### config.mk
export PLATFORM = sky130hd
export DESIGN_NAME = pool2x2_stream
export DESIGN_NICKNAME = d
export VERILOG_FILES = /design/src/rtl/pool2x2_stream.sv
export SDC_FILE = /design/constraint.sdc
export NUM_CORES = 1
export LEC_CHECK = 0
export CORE_ASPECT_RATIO = 1.25
export CORE_MARGIN = 2
export CORE_UTILIZATION = 56
export CTS_BUF_LIST = sky130_fd_sc_hd__clkbuf_16
export DETAILED_ROUTE_END_ITERATION = 10
export HOLD_SLACK_MARGIN = 0.02
export PLACE_DENSITY = 0.85
export SKIP_CTS_REPAIR_TIMING = 1
export SLEW_MARGIN = 15
export SYNTH_ARGS = -nofsm -noshare
export SYNTH_HDL_FRONTEND = slang
export SYNTH_SLANG_ARGS = --single-unit
### constraint.sdc
create_clock -name clk -period 4.7 [get_ports clk]
set_input_delay 0.94 -clock clk [delete_from_list [all_inputs] [get_ports clk]]
set_output_delay 0.94 -clock clk [all_outputs]
set_load 0.01 [all_outputs]
### src/rtl/pool2x2_stream.sv
// pool2x2_stream: streaming 2x2/stride-2 max/average pooling with argmax index,
// buffering only one partial pair per output column across the even/odd row pair.
module pool2x2_stream #(
    parameter int DW      = 16,
    parameter int OUT_DIM = 3,
    localparam int AW     = (OUT_DIM * OUT_DIM > 1) ? $clog2(OUT_DIM * OUT_DIM) : 1
) (
    input  logic          clk,
    input  logic          rst_n,
    input  logic          start,
    input  logic          mode,
    input  logic          in_valid,
    input  logic [DW-1:0] in_data,
    output logic          in_ready,
    output logic          out_valid,
    output logic [DW-1:0] out_data,
    output logic [1:0]    out_idx,
    output logic [AW-1:0] out_addr,
    input  logic          out_ready,
    output logic          busy,
    output logic          done
);
    localparam int IN_DIM = 2 * OUT_DIM;
    localparam int CW     = $clog2(IN_DIM);
    localparam int PW     = (OUT_DIM > 1) ? $clog2(OUT_DIM) : 1;
    localparam int LAST   = OUT_DIM * OUT_DIM - 1;

    typedef enum logic {IDLE, RUN} state_t;

    state_t        state_q, state_d;
    logic          mode_q, mode_d, px_done_q, px_done_d;
    logic [CW-1:0] row_q, row_d, col_q, col_d;
    logic [DW-1:0] a_q, a_d, c_q, c_d;
    logic [DW:0]   partial_q [OUT_DIM];
    logic [DW:0]   partial_d [OUT_DIM];
    logic          out_valid_q, out_valid_d, done_q, done_d;
    logic [DW-1:0] out_data_q, out_data_d;
    logic [1:0]    out_idx_q, out_idx_d;
    logic [AW-1:0] out_addr_q, out_addr_d;

    logic          in_fire, out_fire, last_col, last_row, last_out;
    logic [PW-1:0] pidx;
    logic [DW:0]   pair, part;
    logic [DW-1:0] mv1, mv;
    logic [1:0]    mi1, mi;
    logic [DW+1:0] sum;

    assign in_ready = (state_q == RUN) && !px_done_q && (!out_valid_q || out_ready);
    assign in_fire  = in_valid && in_ready;
    assign out_fire = out_valid_q && out_ready;
    assign last_col = col_q == CW'(IN_DIM - 1);
    assign last_row = row_q == CW'(IN_DIM - 1);
    assign last_out = out_addr_q == AW'(LAST);
    assign pidx     = PW'(col_q >> 1);
    assign part     = partial_q[pidx];

    // Partial word holds {idx, max} in max mode, or the (DW+1)-bit pair sum in avg mode
    assign pair = mode_q ? ({1'b0, a_q} + {1'b0, in_data})
                         : (in_data > a_q ? {1'b1, in_data} : {1'b0, a_q});
    assign mv1  = c_q > part[DW-1:0] ? c_q : part[DW-1:0];
    assign mi1  = c_q > part[DW-1:0] ? 2'd2 : {1'b0, part[DW]};
    assign mv   = in_data > mv1 ? in_data : mv1;
    assign mi   = in_data > mv1 ? 2'd3 : mi1;
    assign sum  = (DW+2)'(part) + (DW+2)'(c_q) + (DW+2)'(in_data);

    always_comb begin
        state_d     = state_q;
        mode_d      = mode_q;
        px_done_d   = px_done_q;
        row_d       = row_q;
        col_d       = col_q;
        a_d         = a_q;
        c_d         = c_q;
        partial_d   = partial_q;
        out_valid_d = out_valid_q;
        out_data_d  = out_data_q;
        out_idx_d   = out_idx_q;
        out_addr_d  = out_addr_q;
        done_d      = 1'b0;
        if (state_q == IDLE && start) begin
            state_d    = RUN;
            mode_d     = mode;
            px_done_d  = 1'b0;
            row_d      = '0;
            col_d      = '0;
            out_addr_d = '0;
        end
        if (in_fire) begin
            col_d     = last_col ? '0 : col_q + 1'b1;
            row_d     = last_col ? (last_row ? '0 : row_q + 1'b1) : row_q;
            px_done_d = last_col && last_row;
            if (!row_q[0] && !col_q[0]) a_d = in_data;
            if (!row_q[0] && col_q[0]) partial_d[pidx] = pair;
            if (row_q[0] && !col_q[0]) c_d = in_data;
        end
        if (out_fire) begin
            out_valid_d = 1'b0;
            out_addr_d  = last_out ? '0 : out_addr_q + 1'b1;
            state_d     = last_out ? IDLE : state_d;
            done_d      = last_out;
        end
        // A new result may load in the same cycle the previous one drains
        if (in_fire && row_q[0] && col_q[0]) begin
            out_valid_d = 1'b1;
            out_data_d  = mode_q ? sum[DW+1:2] : mv;
            out_idx_d   = mode_q ? 2'd0 : mi;
        end
    end

    always_ff @(posedge clk or negedge rst_n) begin
        if (!rst_n) begin
            state_q     <= IDLE;
            mode_q      <= 1'b0;
            px_done_q   <= 1'b0;
            row_q       <= '0;
            col_q       <= '0;
            a_q         <= '0;
            c_q         <= '0;
            for (int i = 0; i < OUT_DIM; i++) partial_q[i] <= '0;
            out_valid_q <= 1'b0;
            out_data_q  <= '0;
            out_idx_q   <= '0;
            out_addr_q  <= '0;
            done_q      <= 1'b0;
        end else begin
            state_q     <= state_d;
            mode_q      <= mode_d;
            px_done_q   <= px_done_d;
            row_q       <= row_d;
            col_q       <= col_d;
            a_q         <= a_d;
            c_q         <= c_d;
            partial_q   <= partial_d;
            out_valid_q <= out_valid_d;
            out_data_q  <= out_data_d;
            out_idx_q   <= out_idx_d;
            out_addr_q  <= out_addr_d;
            done_q      <= done_d;
        end
    end

    assign out_valid = out_valid_q;
    assign out_data  = out_data_q;
    assign out_idx   = out_idx_q;
    assign out_addr  = out_addr_q;
    assign busy      = state_q == RUN;
    assign done      = done_q;
endmodule

; ---- Word level (Yosys, flattened, before mapping)
; Cells that the tools add are included.
[word_totals]
register_bits = 116
latch_bits = 0
mem_bits_rw = 0
romBits = 0
inputBits = 22
output_inout_bits = 26
elab_cells = 87
mem_count = 0
[op_classes]
n_addsub = 6
mul = 0
div = 0
magnitude_cmp = 5
n_eq_ne = 4
shift = 0
muxes = 31
n_bitwise = 2
n_reduce_logical = 24
[op_table]
columns = cell, count
row1 = 17-bit two-way mux, 5
row2 = 51-bit bitwise mux, 1
row3 = 16-bit greater-than comparator, 3
row4 = 16-bit two-way mux, 3
row5 = 17-bit binary-select mux with 2-bit select, 1
row6 = 17-bit demux with 2-bit select, 1
row7 = 17-bit by 16-bit adder with 18-bit output, 1
row8 = 18-bit by 16-bit adder with 18-bit output, 1
row9 = 3-bit two-way mux, 6
row10 = 16-bit by 16-bit adder with 17-bit output, 1
row11 = 1-bit logical AND, 12
row12 = 4-bit two-way mux, 3
row13 = 1-bit two-way mux, 8
row14 = 2-bit AND reduction, 4
row15 = 3-bit by 1-bit adder with 3-bit output (second input constant), 2
row16 = 3-bit == test (second input constant), 2
row17 = 2-bit two-way mux, 3
row18 = 2-bit nonzero test, 3
row19 = 4-bit by 1-bit adder with 4-bit output (second input constant), 1
row20 = 4-bit == test (second input constant), 1
row21 = 1-bit zero test, 4
row22 = 3-bit >= comparator (second input constant), 1
row23 = 3-bit by 1-bit less-than comparator with 1-bit output (second input constant), 1
row24 = 2-bit NOT with 3-bit output, 1
row25 = 3 further kinds, 3

; ---- Depth between registers and ports, before layout
; Gate-level depths: netlist of run 1.
[logic_depth]
word_depth = 9
ltp_mapped = 23

; ---- Least setup slack after synthesis of run 1
; OpenSTA, ideal clock, no wires.
[synth_timing]
kind = register to register
startpoint = register col_q[2]
endpoint = register out_data_q[7], in the netlist out_data[7]
t_arrival_ns = 4.683
required_ns = 4.574
slack_ns = -0.109
path_stages_with_launch = 23
path_buffers = 4
period_less_slack_ns = 4.809
path_cell_list = dfrtp_1 buf_6 buf_2 buf_2 mux2i_1 o21ai_0 inv_1 ha_1 a21o_1 nand3_1 a2111oi_2 a211oi_2 nor2_4 buf_6 mux2i_1 ha_1 a21o_1 a221oi_2 o21ai_1 a311o_1 nand2_2 nor2_1 a221o_1
[synth_between]
elab_chain_len = 9
elab_cells_between_ends = 11
cone_classes = 2 x add/sub / 2 x order compare / 6 x mux / 1 x bitwise
[synth_lines]
columns = item, line
row1 = start: declaration, 32  ; logic [CW-1:0] row_q, row_d, col_q, col_d;
row2 = start signal: assignment, 130  ; col_q <= col_d;
row3 = 2-bit NOT with 3-bit output (implied by the code) (*), 55  ; assign part = partial_q[pidx];
row4 = 17-bit binary-select mux with 2-bit select (*), 55
row5 = 17-bit two-way mux (implied by the code) (*) (2 in series), 55
row6 = 16-bit greater-than comparator, 60  ; assign mv1 = c_q > part[DW-1:0] ? c_q : part[DW-1:0];
row7 = 16-bit two-way mux, 60
row8 = 16-bit greater-than comparator, 62  ; assign mv = in_data > mv1 ? in_data : mv1;
row9 = 16-bit two-way mux, 62
row10 = 16-bit two-way mux (*), 105  ; out_data_d = mode_q ? sum[DW+1:2] : mv;
row11 = end signal: assignment, 135  ; out_data_q <= out_data_d;
row12 = end: declaration, 37  ; logic [DW-1:0] out_data_q, out_data_d;
; Every way passes the cells marked *; elsewhere a longest branch is shown, timed or not. The select of a mux whose other input is x is not followed.
; A chain may end at the register's enable or synchronous reset.

; ---- Final worst setup path of run 1
[layout_timing]
startpoint = register col_q[2]
endpoint = register out_data_q[13], in the netlist out_data[13]
; Same word-level chain as after synthesis.

==> impl_metrics.sql, run 1 <==
INSERT INTO impl_metrics (metric_group, metric, value, unit) VALUES
('routing', 'viasPerCell', '6.693', ''),
('global_routing', 'grt_antenna_before_repair', '1', ''),
('synth', 'async_reset_ff_frac', '1.000', ''),
('die', 'pin_count', '48', ''),
('cells_and_area', 'layout.filler_cells', '1043', ''),
('cts', 'htree_num_levels', '4', ''),
('cells_and_area', 'area.growth.synth_to_final', '25.88', '%'),
('synth', 'syn-num-nets', '1050', ''),
('setup_path', 'critPathMaxFanout', '7', ''),
('timing', 'final_min_period_over_clock_period', '1.030', ''),
('synth', 'mappedNetlistArea', '0.008910', 'mm^2'),
('synth', 'synth_seq_area_share', '0.3258', ''),
('global_routing', 'via_count_of_the_first_global_routing_pass', '8161', ''),
('routing', 'drt-wirelength-per-cell', '23.32', 'um'),
('setup_path', 'critical_path_class', 'reg -> reg', ''),
('die', 'die_height', '145.0', 'um'),
('synth', 'synth-main-ff-cell', 'dfrtp_1', ''),
('timing', 'worstMarginPinSlew', '1025', 'ps'),
('cts', 'clock_latency', '440', 'ps'),
('synth', 'mean_cell_area_of_the_mapped_netlist', '9.591', 'um^2'),
('timing', 'worst_clock_skew', '10.10', 'ps'),
('timing', 'maxClockFrequency', '206.6', 'MHz'),
('cells_and_area', 'final_layout_size_suffix_gt1_frac', '0.2613', ''),
('routing', 'route.vias.total', '8540', ''),
('cells_and_area', 'design.final.nets', '1172', ''),
('timing', 'final_max_slew_viol_count', '0', ''),
('min_path', 'whs_path_depth', '2', ''),
('placed_design', 'dp.final_hpwl', '19.48', 'mm'),
('placed_design', 'place_congestion', '0.9694', ''),
('timing', 'rsz0062_at_grt', 'yes', ''),
('min_path', 'hold_path_end', 'partial_q[14]$_DFFE_PN0P_', ''),
('placed_design', 'port-buffer-count', '47', ''),
('setup_path', 'timing.critical_path.from', 'col_q[2]$_DFFE_PN0P_', ''),
('cts', 'clock_pin_slew_of_the_registers_on_the_worst_case_setup_and_hold_paths', '60', 'ps'),
('timing', 'timing.final.crit_period', '4841', 'ps'),
('setup_path', 'element_type_at_the_critical_path_end', 'register', ''),
('setup_path', 'worstRegToRegCells', '23', ''),
('cells_and_area', 'layout.cells.most_common_list', '116 x dfrtp_1, 85 x nand2_1, 78 x buf_4', ''),
('cells_and_area', 'layout.cells.most_common', 'dfrtp_1', ''),
('global_routing', 'grt_usage', '0.3234', ''),
('setup_path', 'cp_data_required_time', '5020', 'ps'),
('synth', 'post_synth_num_cell_types', '85', ''),
('die', 'number_of_standard_cell_rows_in_the_floorplan', '51', ''),
('global_routing', 'maximum_number_of_pins_on_one_net_before_global_route_repair', '64', ''),
('timing', 'fin_worst_hold_slack', '478.2', 'ps'),
('die', 'core_area', '0.01557', 'mm^2'),
('routing', 'route.final.wire_length', '29.75', 'mm'),
('synth', 'postSynthRegisterBits', '116', ''),
('min_path', 'min_from', 'partial_q[14]$_DFFE_PN0P_', ''),
('die', 'die_area', '0.01694', 'mm^2'),
('die', 'dieWidth', '116.8', 'um'),
('cts', 'clock_sink_count', '116', ''),
('synth', 'yosys_warnings', '0', ''),
('timing', 'hold_viol', '0', ''),
('status', 'violated_checks', 'setup timing', ''),
('die', 'floorplan.initialDensity', '0.5722', ''),
('global_routing', 'global_route.overflow_total', '0', ''),
('timing', 'setup_viol', '15', ''),
('synth', 'synth_cells', '929', ''),
('routing', 'post-route-drc-count', '0', ''),
('cts', 'number_of_buffers_created_by_cts', '17', ''),
('timing', 'max-slew-margin-rel', '0.3164', ''),
('cts', 'max-clock-path-buffers', '2', ''),
('setup_path', 'rr_endpoint', 'out_data[13]$_DFFE_PN0P_', ''),
('status', 'run_status', 'finished, violations left', ''),
('timing', 'final.setup.worst_slack', '-140.5', 'ps'),
('setup_path', 'cp-start-kind', 'register', ''),
('cells_and_area', 'multiInputGateArea', '0.005981', 'mm^2'),
('cts', 'tritoncts_clock_tree', 'done', ''),
('flow_run', 'maxCapViolCount', '0', ''),
('cells_and_area', 'final-seq-area', '0.002903', 'mm^2'),
('setup_path', 'worst_ep_arrival_time', '5160', 'ps'),
('synth', 'edff_count_synth', '0', ''),
('routing', 'dr.first_iter.drc_count', '1208', ''),
('setup_path', 'worst-r2r-setup-slack', '-140', 'ps'),
('cts', 'clock-root-buffer', 'clkbuf_16', ''),
('setup_path', 'worst_r2r_startpoint', 'col_q[2]$_DFFE_PN0P_', ''),
('global_routing', 'global_route_wire_length_before_repair', '42.08', 'mm'),
('routing', 'detail_route.first_pass.iterations', '6', ''),
('cells_and_area', 'antenna-diode-count', '0', ''),
('min_path', 'min-delay-path-class', 'reg -> reg', ''),
('routing', 'drt.antenna.violating_nets', '0', '');
==> worst max-delay path, cell delays in order (launching register included) <==
cell and delay, ps:
dfrtp_1 410, buf_6 140, nor2_4 190, buf_6 160
nand2_1 70, o21ai_2 120, inv_2 90, ha_4 280
nand4_1 210, nor4_4 440, a211oi_4 120, nor2_4 160
buf_12 170, mux2i_4 290, ha_4 240, a21o_1 190
a221oi_2 260, o21ai_2 120, a311oi_4 300, buf_6 180
buf_4 140, nor3_2 50, o32ai_2 270, a21oi_1 80
==> per-layer routing <==
metal,up-vias,share of wire,global-route usage
met4,0,0.063,0.2165
met5,-,0,0
met3,183,0.090,0.06099
met1,4107,0.36,0.3928
li1,3646,-,-
met2,604,0.49,0.5133
==> cell families after synthesis <==
kind of cell | share of synthesized area
compound gates | 0.1951
xor+xnor | 0.01868
fa+ha+maj | 0.1533
buf+inv | 0.04704
flops | 0.3258
mux | 0.1133
simple gates | 0.1467
==> cells in the mapped netlist (15+ instances only) <==
cell type / number / share of area
nand2_1: 88 / 0.037
nand3_1: 26 / 0.015
o21ai_0: 62 / 0.035
fa_1: 17 / 0.038
dfrtp_1: 116 / 0.33
nor3_1: 22 / 0.012
mux2i_1: 30 / 0.034
clkbuf_1: 15 / 0.0063
ha_1: 82 / 0.12
mux2_2: 63 / 0.080
inv_1: 64 / 0.027
a21oi_1: 53 / 0.030
nor2_1: 40 / 0.017
==> cell type report <==
cell class | count | share of cell area
sequential | 116 | 0.2588
clock inverter | 15 | 0.01484
multi-input combinational | 715 | 0.5332
timing repair buffer | 137 | 0.1099
clock buffer | 17 | 0.03793
tap | 212 | 0.02365
inverter | 64 | 0.02164
==> flip-flops by register name, indices dropped and copies added, names as in the netlist <==
signal and cells:
busy 1, done 1, col_q 3, out_valid 1, row_q 3, a_q 16, out_idx 2, mode_q 1
px_done_q 1, out_addr 4, out_data 16, partial_q 51, c_q 16
==> how the worst max path moves through the flow <==
stage,slack [ps],end
2_1_floorplan,0.8,out_data[7]$_DFFE_PN0P_
3_3_place_gp,120,out_data[2]$_DFFE_PN0P_
3_5_place_dp,4,out_data[2]$_DFFE_PN0P_
4_1_cts,-80,out_data[8]$_DFFE_PN0P_
5_1_grt,-280,out_data[13]$_DFFE_PN0P_
6_report,-140,out_data[13]$_DFFE_PN0P_
==> metrics by stage <==
stage / instance area, um^2 / TNS, ps / worst slack (ps) / instances / utilization
floorplan: 8912 / 0 / 0.8491 / 929 / -
global placement: 10060 / 0 / 124.4 / 1230 / 0.6461
detailed placement: 10060 / 0 / 4.224 / 1230 / 0.6461
CTS: 10650 / -557.3 / -80.20 / 1262 / 0.6841
global route: 11220 / -3746 / -282.1 / 1276 / 0.7203
finish: 11220 / -942.5 / -140.5 / 1276 / 0.7203
Power of run 1 is not shown: default switching activity piles up to over one toggle a cycle in this logic, so the estimate is an artifact.
==> inputs of run 2 (changes only) <==
Settings changed: CAP_MARGIN set to 20, PLACE_DENSITY 0.85 to 0.81.
==> impl_metrics.sql, run 2 (same netlist as run 1, synthesis figures left out) <==
INSERT INTO impl_metrics (metric_group, metric, value, unit) VALUES
('status', 'run_status', 'finished, violations left', ''),
('status', 'violated_checks', 'setup timing', ''),
('timing', 'hold_viol', '0', ''),
('global_routing', 'grt_usage', '0.3194', ''),
('setup_path', 'worstRegToRegCells', '23', ''),
('cells_and_area', 'area.growth.synth_to_final', '27.61', '%'),
('global_routing', 'maximum_number_of_pins_on_one_net_before_global_route_repair', '50', ''),
('timing', 'rsz0062_at_grt', 'yes', ''),
('global_routing', 'grt_met1_use', '0.3914', ''),
('global_routing', 'gr-usage-met3', '0.06475', ''),
('global_routing', 'global_route_wire_length_before_repair', '41.78', 'mm'),
('routing', 'detail_route.first_pass.iterations', '5', ''),
('placed_design', 'preCtsSetupSlack', '-83.06', 'ps'),
('cells_and_area', 'flip_flop_count_of_the_largest_register_all_copies_and_words_added', '51', ''),
('placed_design', 'dp.final_hpwl', '19.33', 'mm'),
('die', 'core_area', '0.01557', 'mm^2'),
('cells_and_area', 'top_register', 'partial_q', ''),
('cts', 'max-clock-path-buffers', '2', ''),
('cells_and_area', 'design.final.nets', '1184', ''),
('min_path', 'min_from', 'partial_q[48]$_DFFE_PN0P_', ''),
('cells_and_area', 'antenna-diode-count', '0', ''),
('routing', 'dr.first_iter.drc_count', '1103', ''),
('cells_and_area', 'finished_core_util', '0.7302', ''),
('min_path', 'min-delay-path-class', 'reg -> reg', ''),
('setup_path', 'cpPeakStageDelay', '490', 'ps'),
('global_routing', 'global_route.overflow_total', '0', ''),
('die', 'pin_count', '48', ''),
('setup_path', 'worst_r2r_startpoint', 'col_q[2]$_DFFE_PN0P_', ''),
('cts', 'clock_sink_count', '116', ''),
('timing', 'totalNegativeSetupSlack', '-3252', 'ps'),
('timing', 'final_max_slew_viol_count', '0', ''),
('cts', 'clock_latency', '440', 'ps'),
('cts', 'number_of_buffers_created_by_cts', '17', ''),
('timing', 'final_min_period_over_clock_period', '1.061', ''),
('routing', 'viasPerCell', '6.596', ''),
('setup_path', 'timing.critical_path.slowest_stage_cell', 'a311oi_4', ''),
('timing', 'max-slew-margin-rel', '0.3119', ''),
('cells_and_area', 'post_layout_nonfiller_instances', '1287', ''),
('global_routing', 'via_count_of_the_first_global_routing_pass', '8203', ''),
('die', 'number_of_standard_cell_rows_in_the_floorplan', '51', ''),
('setup_path', 'rr_endpoint', 'out_data[14]$_DFFE_PN0P_', ''),
('routing', 'post-route-drc-count', '0', ''),
('cells_and_area', 'multiInputGateArea', '0.006056', 'mm^2'),
('min_path', 'whs_path_depth', '2', ''),
('setup_path', 'element_type_at_the_critical_path_end', 'register', ''),
('setup_path', 'cp_data_required_time', '5080', 'ps'),
('die', 'die_height', '145.0', 'um'),
('routing', 'route.vias.total', '8489', ''),
('cts', 'htree_num_levels', '4', ''),
('setup_path', 'critical_path_class', 'reg -> reg', ''),
('global_routing', 'grt_antenna_before_repair', '0', ''),
('setup_path', 'crit_chain', 'buf_12, nor2_4, buf_12, nand2_1, o21ai_2, inv_1, ha_4, nand3_4, o221a_4, o21ai_4, a211oi_4, nor2_4, buf_12, mux2i_2, ha_1, a21o_1, a221oi_2, o21ai_2, a311oi_4, buf_4, o21ai_2, o221ai_2, o22a_1', ''),
('cells_and_area', 'layout.filler_cells', '1066', ''),
('placed_design', 'place_congestion', '1.003', ''),
('placed_design', 'place_inst', '1235', ''),
('die', 'floorplan.initialDensity', '0.5722', ''),
('global_routing', 'gr-max-usage-layer', 'met2', ''),
('cells_and_area', 'layout.cells.most_common', 'dfrtp_1', ''),
('setup_path', 'critPathMaxFanout', '6', ''),
('setup_path', 'cp-start-kind', 'register', ''),
('timing', 'maxClockFrequency', '200.6', 'MHz'),
('routing', 'drt.antenna.violating_nets', '0', ''),
('routing', 'drt-wirelength-per-cell', '23.37', 'um'),
('cells_and_area', 'final-seq-area', '0.002903', 'mm^2'),
('die', 'dieWidth', '116.8', 'um'),
('min_path', 'hold_path_end', 'partial_q[48]$_DFFE_PN0P_', ''),
('cts', 'clock_pin_slew_of_the_registers_on_the_worst_case_setup_and_hold_paths', '60', 'ps'),
('global_routing', 'grt.met2_usage', '0.5153', ''),
('routing', 'route.final.wire_length', '30.08', 'mm'),
('timing', 'worst_clock_skew', '7.638', 'ps'),
('die', 'die_area', '0.01694', 'mm^2'),
('timing', 'timing.final.crit_period', '4985', 'ps'),
('cells_and_area', 'layout.cells.most_common_list', '116 x dfrtp_1, 93 x buf_4, 83 x nand2_1', ''),
('setup_path', 'worst_ep_arrival_time', '5370', 'ps'),
('cts', 'clock-root-buffer', 'clkbuf_16', ''),
('timing', 'worstMarginPinSlew', '1031', 'ps'),
('timing', 'setup_viol', '18', ''),
('flow_run', 'maxCapViolCount', '0', ''),
('timing', 'final.setup.worst_slack', '-285.0', 'ps'),
('setup_path', 'worst-r2r-setup-slack', '-280', 'ps'),
('cts', 'tritoncts_clock_tree', 'done', ''),
('cells_and_area', 'final_layout_size_suffix_gt1_frac', '0.2809', ''),
('placed_design', 'port-buffer-count', '47', '');
-- run 2: layer usage --
| metal | wire [um] | part of all wire |
|---|---|---|
| met2 | 14590 | 0.49 |
| met1 | 11090 | 0.37 |
| met5 | 0 | 0 |
| met3 | 2351 | 0.078 |
| met4 | 2039 | 0.068 |
-- run 2: critical path: cells and delay by family (launching register included) --
| family | cells | cell delay, ps |
|---|---|---|
| compound gates | 11 | 2240 |
| buf+inv | 5 | 820 |
| simple gates | 4 | 620 |
| fa+ha+maj | 2 | 600 |
| flops | 1 | 410 |
| mux | 1 | 230 |
-- run 2: final cells by class --
type                    count  share of cell area
flip-flops and latches    116              0.2553
well taps                 212             0.02333
inverters                  64             0.02135
multi-input cells         715              0.5326
clock buffers              17             0.03742
clock inverters            14             0.01067
repair buffers            149              0.1193
-- run 2: metrics by stage --
step / instance area, um^2 / hold slack, ps
after floorplan: 8912 / 447.8
after global placement: 10130 / 459.3
after detailed placement: 10130 / 467.8
after CTS: 10680 / 480.6
after global routing: 11370 / 506.4
final: 11370 / 477.3
-- run 2: worst max-delay path by stage --
stage	depth (start not counted)	from	slack, ps	endpoint
CTS	21	col_q[2]$_DFFE_PN0P_	-130	out_data[11]$_DFFE_PN0P_
detailed placement	21	col_q[2]$_DFFE_PN0P_	-80	out_data[11]$_DFFE_PN0P_
floorplan	22	col_q[1]$_DFFE_PN0P_	0.8	out_data[7]$_DFFE_PN0P_
finish	23	col_q[2]$_DFFE_PN0P_	-280	out_data[14]$_DFFE_PN0P_
global placement	21	col_q[2]$_DFFE_PN0P_	40	out_data[11]$_DFFE_PN0P_
global route	21	col_q[2]$_DFFE_PN0P_	-360	out_data[7]$_DFFE_PN0P_
Power of run 2 is left out for the same reason.
==> inputs of run 3 (changes only) <==
Settings changed: SLEW_MARGIN 15 to 40.
Clock period 4.7 ns to 4.1 ns, I/O delays scaled along.
==> impl_metrics.sql, run 3 (same netlist as run 1, synthesis figures left out) <==
INSERT INTO impl_metrics (metric_group, metric, value, unit) VALUES
('routing', 'viasPerCell', '6.596', ''),
('global_routing', 'gr-max-usage-layer', 'met2', ''),
('routing', 'drt.antenna.violating_nets', '0', ''),
('setup_path', 'critical_path_class', 'reg -> reg', ''),
('global_routing', 'gr-usage-met3', '0.06349', ''),
('flow_run', 'maxCapViolCount', '0', ''),
('timing', 'final_min_period_over_clock_period', '1.172', ''),
('routing', 'route.final.wire_length', '30.41', 'mm'),
('setup_path', 'worst_ep_arrival_time', '5180', 'ps'),
('cells_and_area', 'design.final.nets', '1230', ''),
('status', 'violated_checks', 'setup timing', ''),
('timing', 'worst_clock_skew', '10.63', 'ps'),
('timing', 'timing.final.crit_period', '4804', 'ps'),
('timing', 'worstMarginPinSlew', '742.2', 'ps'),
('routing', 'post-route-drc-count', '0', ''),
('cts', 'max-clock-path-buffers', '2', ''),
('cells_and_area', 'final_layout_size_suffix_gt1_frac', '0.2979', ''),
('min_path', 'min-delay-path-class', 'in -> async', ''),
('cells_and_area', 'antenna-diode-count', '0', ''),
('timing', 'setup_viol', '18', ''),
('routing', 'detail_route.first_pass.iterations', '7', ''),
('setup_path', 'element_type_at_the_critical_path_end', 'register', ''),
('cells_and_area', 'area.growth.synth_to_final', '30.45', '%'),
('setup_path', 'cpPeakStageDelay', '480', 'ps'),
('setup_path', 'cp_data_required_time', '4480', 'ps'),
('global_routing', 'grt_met1_use', '0.4182', ''),
('timing', 'final.setup.worst_slack', '-703.9', 'ps'),
('global_routing', 'maximum_number_of_pins_on_one_net_before_global_route_repair', '60', ''),
('global_routing', 'via_count_of_the_first_global_routing_pass', '8287', ''),
('cts', 'number_of_buffers_created_by_cts', '17', ''),
('routing', 'route.vias.total', '8792', ''),
('placed_design', 'place_congestion', '0.9624', ''),
('cts', 'clock_latency', '440', 'ps'),
('die', 'die_area', '0.01694', 'mm^2'),
('status', 'run_status', 'finished, violations left', ''),
('die', 'number_of_standard_cell_rows_in_the_floorplan', '51', ''),
('die', 'die_height', '145.0', 'um'),
('global_routing', 'grt_antenna_before_repair', '0', ''),
('setup_path', 'cp-start-kind', 'register', ''),
('timing', 'hold_viol', '0', ''),
('placed_design', 'port-buffer-count', '47', ''),
('cells_and_area', 'layout.cells.most_common', 'buf_4', ''),
('timing', 'final_max_slew_viol_count', '0', ''),
('routing', 'dr.first_iter.drc_count', '1125', ''),
('die', 'core_area', '0.01557', 'mm^2'),
('timing', 'maxClockFrequency', '208.2', 'MHz'),
('cts', 'clock-root-buffer', 'clkbuf_16', ''),
('cts', 'htree_num_levels', '4', ''),
('cells_and_area', 'layout.cells.most_common_list', '139 x buf_4, 114 x dfrtp_1, 87 x nand2_1', ''),
('die', 'pin_count', '48', ''),
('global_routing', 'grt.met2_usage', '0.5399', ''),
('global_routing', 'global_route_wire_length_before_repair', '43.25', 'mm'),
('die', 'dieWidth', '116.8', 'um'),
('timing', 'rsz0062_at_grt', 'yes', ''),
('placed_design', 'dp.final_hpwl', '20.48', 'mm'),
('setup_path', 'critPathMaxFanout', '11', ''),
('cells_and_area', 'flip_flop_count_of_the_largest_register_all_copies_and_words_added', '51', ''),
('timing', 'totalNegativeSetupSlack', '-10830', 'ps'),
('cts', 'clock_pin_slew_of_the_registers_on_the_worst_case_setup_and_hold_paths', '60', 'ps'),
('global_routing', 'grt_usage', '0.3345', ''),
('die', 'floorplan.initialDensity', '0.5722', ''),
('cells_and_area', 'top_register', 'partial_q', ''),
('cts', 'clock_sink_count', '116', ''),
('setup_path', 'timing.critical_path.slowest_stage_cell', 'a2111oi_4', ''),
('global_routing', 'global_route.overflow_total', '0', ''),
('routing', 'drt-wirelength-per-cell', '22.81', 'um'),
('timing', 'max-slew-margin-rel', '0.5034', ''),
('cts', 'tritoncts_clock_tree', 'done', '');
-- run 3: changes by cell type in the layout (fill, tap and decap cells not counted), moves of 3 or more --
cell / previous run / this run
buf_4: 93 / 139
inv_1: 59 / 64
o21ai_2: 15 / 10
o21ai_1: 7 / 14
nand2_2: 5 / 2
ha_1: 69 / 72
nand2_1: 83 / 87
a21oi_2: 4 / 7
a21oi_1: 50 / 47
inv_2: 5 / 2
-- run 3: final cells by class --
class / instances / area (um^2)
Clock buffer: 17 / 425.4
Clock inverter: 14 / 122.6
Fill cell: 1013 / 3948
Inverter: 64 / 240.2
Multi-Input combinational cell: 715 / 5977
Sequential cell: 116 / 2905
Tap cell: 212 / 265.3
Timing Repair Buffer: 195 / 1687
-- run 3: per-stage QoR --
step | instances | instance area, um^2 | util | setup slack, ps | hold WS, ps
2_1_floorplan | 929 | 8975 | - | -462.3 | 447.8
3_3_place_gp | 1295 | 10630 | 0.6828 | -559.8 | 453.7
3_5_place_dp | 1295 | 10630 | 0.6829 | -661.9 | 457.7
4_1_cts | 1326 | 11180 | 0.7181 | -731.9 | 470.1
5_1_grt | 1333 | 11620 | 0.7465 | -801.5 | 413.3
6_report | 1333 | 11620 | 0.7465 | -703.9 | 373.3
-- run 3: worst paths after layout --
path | startpoint | end | slack, ps | cells past startpoint
setup / recovery | col_q[2]$_DFFE_PN0P_ | out_data[14]$_DFFE_PN0P_ | -700 | 25
hold / removal | rst_n | a_q[4]$_DFFE_PN0P_ | 370 | 1
setup reg to reg | col_q[2]$_DFFE_PN0P_ | out_data[14]$_DFFE_PN0P_ | -700 | 25
hold reg to reg | out_idx[1]$_DFFE_PN0P_ | out_idx[1]$_DFFE_PN0P_ | 460 | 2
max in group asynchronous | rst_n | col_q[2]$_DFFE_PN0P_ | 2980 | 2
min in group clk | out_idx[1]$_DFFE_PN0P_ | out_idx[1]$_DFFE_PN0P_ | 460 | 2
-- run 3: worst max-delay path, delay by kind of cell (launching register included) --
family                     cells  cell delay (ps)
buffers and inverters          6              860
and+or+nand+nor                5              550
muxes                          1              310
AOI/OAI and AO/OA             11             2040
adders and majority gates      2              520
DFF                            1              440
-- run 3: per-layer routing --
metal  vias to the layer above  wire, um
met1                      4223     11290
met2                       624     14400
met4                         0      2053
met3                       185      2669
li1                       3760         -
met5                         -         0
Power of run 3 is left out for the same reason.
